### src/rtl/shift_display_driver.sv
// Serialises {data24, data8} as a 32-bit MSB-first frame onto a 74HC595-style
// shift-register chain, then latches it, with continuous refresh while enabled.
module shift_display_driver #(
    parameter int unsigned CLK_DIV   = 4,
    parameter int unsigned FRAME_GAP = 16
) (
    input  logic        clk,
    input  logic        rst,
    input  logic        enable,
    input  logic [23:0] data24,
    input  logic [7:0]  data8,
    output logic        sr_data,
    output logic        sr_clk,
    output logic        sr_latch,
    output logic        busy,
    output logic        frame_done
);

    localparam int unsigned FRAME_W  = 32;
    localparam int unsigned BIT_W    = 5;
    localparam int unsigned DIV_W    = $clog2(CLK_DIV + 1);
    localparam int unsigned GAP_W    = (FRAME_GAP > 0) ? $clog2(FRAME_GAP + 1) : 1;
    localparam int unsigned DIV_LAST = CLK_DIV - 1;
    localparam int unsigned GAP_LAST = (FRAME_GAP > 0) ? FRAME_GAP - 1 : 0;

    localparam logic [2:0] S_IDLE     = 3'd0;
    localparam logic [2:0] S_SHIFT_LO = 3'd1;
    localparam logic [2:0] S_SHIFT_HI = 3'd2;
    localparam logic [2:0] S_LATCH    = 3'd3;
    localparam logic [2:0] S_DONE     = 3'd4;
    localparam logic [2:0] S_GAP      = 3'd5;

    logic [2:0]         state,   state_n;
    logic [DIV_W-1:0]   div_cnt, div_n;
    logic [BIT_W-1:0]   bit_cnt, bit_n;
    logic [GAP_W-1:0]   gap_cnt, gap_n;
    logic [FRAME_W-1:0] shreg,   shreg_n;
    logic               decide;
    logic               shifting_n;
    logic               sr_data_n, sr_clk_n, sr_latch_n, busy_n, frame_done_n;
    logic               div_last;

    // Next-state, counter and next-output logic; outputs reflect the next state
    always_comb begin
        state_n  = state;
        div_n    = div_cnt;
        bit_n    = bit_cnt;
        gap_n    = gap_cnt;
        shreg_n  = shreg;
        decide   = 1'b0;
        div_last = (div_cnt == DIV_W'(DIV_LAST));

        case (state)
            S_IDLE: begin
                decide = 1'b1;
            end
            S_SHIFT_LO: begin
                if (div_last) begin
                    state_n = S_SHIFT_HI;
                    div_n   = '0;
                end else begin
                    div_n = div_cnt + DIV_W'(1);
                end
            end
            S_SHIFT_HI: begin
                if (div_last) begin
                    div_n = '0;
                    if (bit_cnt == BIT_W'(FRAME_W - 1)) begin
                        state_n = S_LATCH;
                        bit_n   = '0;
                    end else begin
                        state_n = S_SHIFT_LO;
                        bit_n   = bit_cnt + BIT_W'(1);
                        shreg_n = {shreg[FRAME_W-2:0], 1'b0};
                    end
                end else begin
                    div_n = div_cnt + DIV_W'(1);
                end
            end
            S_LATCH: begin
                if (div_last) begin
                    state_n = S_DONE;
                    div_n   = '0;
                end else begin
                    div_n = div_cnt + DIV_W'(1);
                end
            end
            S_DONE: begin
                if (FRAME_GAP == 0) begin
                    decide = 1'b1;
                end else begin
                    state_n = S_GAP;
                    gap_n   = '0;
                end
            end
            S_GAP: begin
                if (gap_cnt == GAP_W'(GAP_LAST)) begin
                    decide = 1'b1;
                    gap_n  = '0;
                end else begin
                    gap_n = gap_cnt + GAP_W'(1);
                end
            end
            default: begin
                state_n = S_IDLE;
            end
        endcase

        // Snapshot decision point: start a new frame or fall back to idle
        if (decide) begin
            if (enable) begin
                state_n = S_SHIFT_LO;
                shreg_n = {data24, data8};
                div_n   = '0;
                bit_n   = '0;
                gap_n   = '0;
            end else begin
                state_n = S_IDLE;
            end
        end

        shifting_n   = (state_n == S_SHIFT_LO) || (state_n == S_SHIFT_HI);
        sr_data_n    = shifting_n & shreg_n[FRAME_W-1];
        sr_clk_n     = (state_n == S_SHIFT_HI);
        sr_latch_n   = (state_n == S_LATCH);
        busy_n       = shifting_n || (state_n == S_LATCH);
        frame_done_n = (state_n == S_DONE);
    end

    // State, counters, frame register and registered outputs
    always_ff @(posedge clk) begin
        if (rst) begin
            state      <= S_IDLE;
            div_cnt    <= '0;
            bit_cnt    <= '0;
            gap_cnt    <= '0;
            shreg      <= '0;
            sr_data    <= 1'b0;
            sr_clk     <= 1'b0;
            sr_latch   <= 1'b0;
            busy       <= 1'b0;
            frame_done <= 1'b0;
        end else begin
            state      <= state_n;
            div_cnt    <= div_n;
            bit_cnt    <= bit_n;
            gap_cnt    <= gap_n;
            shreg      <= shreg_n;
            sr_data    <= sr_data_n;
            sr_clk     <= sr_clk_n;
            sr_latch   <= sr_latch_n;
            busy       <= busy_n;
            frame_done <= frame_done_n;
        end
    end

endmodule

### config.mk
export PLATFORM = sky130hd
export DESIGN_NAME = shift_display_driver
export DESIGN_NICKNAME = d
export VERILOG_FILES = /design/src/rtl/shift_display_driver.sv
export SDC_FILE = /design/constraint.sdc
export NUM_CORES = 1
export LEC_CHECK = 0
export ABC_CLOCK_PERIOD_IN_PS = 2130
export BUFFER_PORTS_ARGS = -buffer_cell sky130_fd_sc_hd__buf_4
export CAP_MARGIN = 0
export CORE_MARGIN = 5
export CORE_UTILIZATION = 50
export DETAILED_ROUTE_END_ITERATION = 10
export PLACE_DENSITY = 0.75
export SYNTH_ARGS = -nofsm -noshare
export SYNTH_HDL_FRONTEND = slang
export SYNTH_SLANG_ARGS = --single-unit
### constraint.sdc
create_clock -name clk -period 2.13 [get_ports clk]
set_clock_uncertainty 0.15 [all_clocks]
set_input_delay 0.3195 -clock clk [delete_from_list [all_inputs] [get_ports clk]]
set_output_delay 0.3195 -clock clk [all_outputs]
set_load 0.03 [all_outputs]
==> metrics.yaml <==
drt:
  vias: 1959
  ant_nets: 0
  wl_per_cell_um: 13.7
  drc: 0
  totalWireLength_mm: 5.06
  vias_per_cell: 5.32
  drt_pass1_iterations: 4
  first_iter_violations: 72
job:
  drv_cap: 0
synthesis:
  synth-seq-cells: 53
  synth.largest_area_cell: "dfxtp_1"
  netlist_top_cells_area: "dfxtp_1 43%, mux2i_1 13%, nor2_1 7.0%"
  ys_warn_count: 0
  synthArstFlopShare_pct: 0
  synth_seq_area_share_pct: 43.0
  syn_area_um2: 2470
  synthesis.nets: 298
  synth_top_area_share_pct: 43.0
  synthCells: 259
  ys_types: 39
  synth-edff-count: 0
  synthFlopType: "dfxtp_1"
  avgSynthCellArea_um2: 9.53
final_layout:
  seq_area_um2: 1060
  multiInputGateArea_um2: 1340
  finalNonFillerCells: 368
  syn2layout_area_growth_pct: 25.7
  num-fill-cells: 407
  nNetsFinal: 339
  stdcell_area_um2: 3100
  drive_gt1_share_pct: 31.6
  diodes: 0
pwr:
  power_w: 0.00203
  powerDensity_nw_per_um2: 654
  ir_drop_mv: 0.408
  leakage_nw: 1.16
cts:
  cts_buffer_depth: 2
  clkLatencyLatePin_ns: 0.31
  cts_inserted_buffers: 5
  cts_sinks: 53
  cts.clk_slew.worst_paths_ns: 0.11
  htree_levels: 2
  cts_tree: "built"
  clock-root-buffer: "clkbuf_8"
floorplan:
  row_count: 25
  dieArea_um2: 6440
  pin_count: 40
  floorplan.initialDensity_pct: 51.9
  die_y_um: 80.2
  core_area_um2: 4750
  dieWidth_um: 80.2
grt:
  grt_antenna_before_repair: 0
  grt_usage_pct: 15.0
  grt_start_max_net_pins: 38
  overflow: 0
  grt_pass1_wl_mm: 7.73
  grt_pass1_vias: 1795
timing:
  worst_hold_slack_ns: 0.123
  finalHoldViolations: 0
  worst_pin_slew_ns: 0.472
  setup_tns_ns: 0
  fmax_mhz: 480
  setup_viol: 0
  period_share_pct: 97.8
  period_needed_ns: 2.08
  slew_headroom_pct: 68.5
  maxSlewViolCount: 0
place:
  place.port_buffers: 39
  post-dp-hpwl_mm: 3.17
  dp_cells: 356
  globalplace.congestion: 0.771
  placed_area_um2: 2840
critical_path:
  setup.worst_path.end_class: "flop"
  cp_data_arrival_time_ns: 2.11
  required_ns: 2.16
  start_kind: "flop"
  cp_max_fo: 6
  crit_type: "reg2reg"
worst_hold_path:
  hold_class: "in2reg"
status:
  status: "completed"
-- final timing paths --
path / to / startpoint / slack (ns) / cells past startpoint
max: shreg[19] / bit_cnt[0] / 0.05 / 7
min reg2reg: div_cnt[2] / div_cnt[2] / 0.32 / 2
min: shreg[0] / data8[0] / 0.12 / 3
max reg2reg: shreg[19] / bit_cnt[0] / 0.05 / 7
-- metrics by stage --
step | utilization (%) | setup slack, ns
after global routing | 65.2 | -0.0114
after CTS | 62.2 | 0.0125
after global placement | 59.7 | 0.130
after detailed placement | 59.7 | -0.00527
final | 65.2 | 0.0479
after floorplan | - | 0.0584
-- what timing repair did --
action                     4_1_cts  5_1_grt
gates cloned                     0        2
resized for setup                2       21
hold buffers                     0        0
setup endpoints to repair        1       30
hold endpoints to repair         0        0
buffers inserted                 0        2
-- sequential cells by signal, summed over array words and instances, names as in the netlist, 3 cells and up --
| register | flops |
|---|---|
| state | 3 |
| div_cnt | 3 |
| shreg | 32 |
| bit_cnt | 5 |
| gap_cnt | 5 |
-- cell usage in the layout, fill, tap and decap left out, drive strengths merged --
master  count
a211oi     29
a21oi      15
a221o       1
a311o       1
a311oi      1
a31o        1
a31oi       1
a32oi       1
and2        1
and2b       1
and3        3
and4b       3
buf        52
bufinv      1
clkbuf      7
clkinv      1
dfxtp      53
ha          4
inv         4
mux2i      33
nand2      10
nand2b      4
nand3       5
nand3b      3
nand4b      1
nor2       47
nor2b       1
nor3        5
nor3b       1
o21ai       6
o21bai      2
or3         1
or4         1
xnor2       1
-- cells in the mapped netlist, types with 3 or more instances --
master / instances
dfxtp_1: 53
nor2_1: 46
mux2i_1: 33
a211oi_1: 19
a21oi_1: 15
a211oi_2: 10
nand2_1: 10
buf_2: 7
o21ai_0: 6
clkbuf_1: 5
nand3_1: 5
buf_4: 4
ha_1: 4
nand2b_1: 4
nor3_1: 4
and3_1: 3
and4b_1: 3
nand3b_1: 3
-- routing by layer --
layer	GRT usage [%]	vias to the layer above	routed length, um
li1	-	1009	-
met1	17.9	916	2260
met2	25.9	28	2510
met3	4.26	6	229
met4	5.07	0	57
met5	0	-	0
-- logic make-up after synthesis --
group	share of synthesized area, %
AO/OA/AOI/OAI	17.9
XOR/XNOR	0.355
adder cells (fa/ha/maj)	2.03
buffers and inverters	6.39
flip-flops	43.0
multiplexers	13.4
AND/OR/NAND/NOR	17.0
-- worst max-delay path, stage by stage (launching register included) --
cell and delay, ns:
dfxtp_2 0.33, ha_2 0.19, and3_1 0.18, ha_2 0.17
and4b_4 0.43, clkbuf_16 0.19, mux2i_2 0.21, a211oi_2 0.09
-- cell type report --
cell class	instances	share of cell area [%]
Tap cell	67	2.70
Clock inverter	3	1.41
Multi-Input combinational cell	183	43.1
Timing Repair Buffer	54	15.9
Clock buffer	5	2.22
Inverter	3	0.363
Sequential cell	53	34.3
-- report_power, final --
| part | switching [W] | internal (W) | total [W] |
|---|---|---|---|
| Sequential | 0.0000344 | 0.00105 | 0.00108 |
| Combinational | 0.000121 | 0.000128 | 0.000248 |
| Clock | 0.000348 | 0.000353 | 0.000701 |
| Total | 0.000503 | 0.00153 | 0.00203 |
No activity file was read; power rests on OpenSTA's default activity.
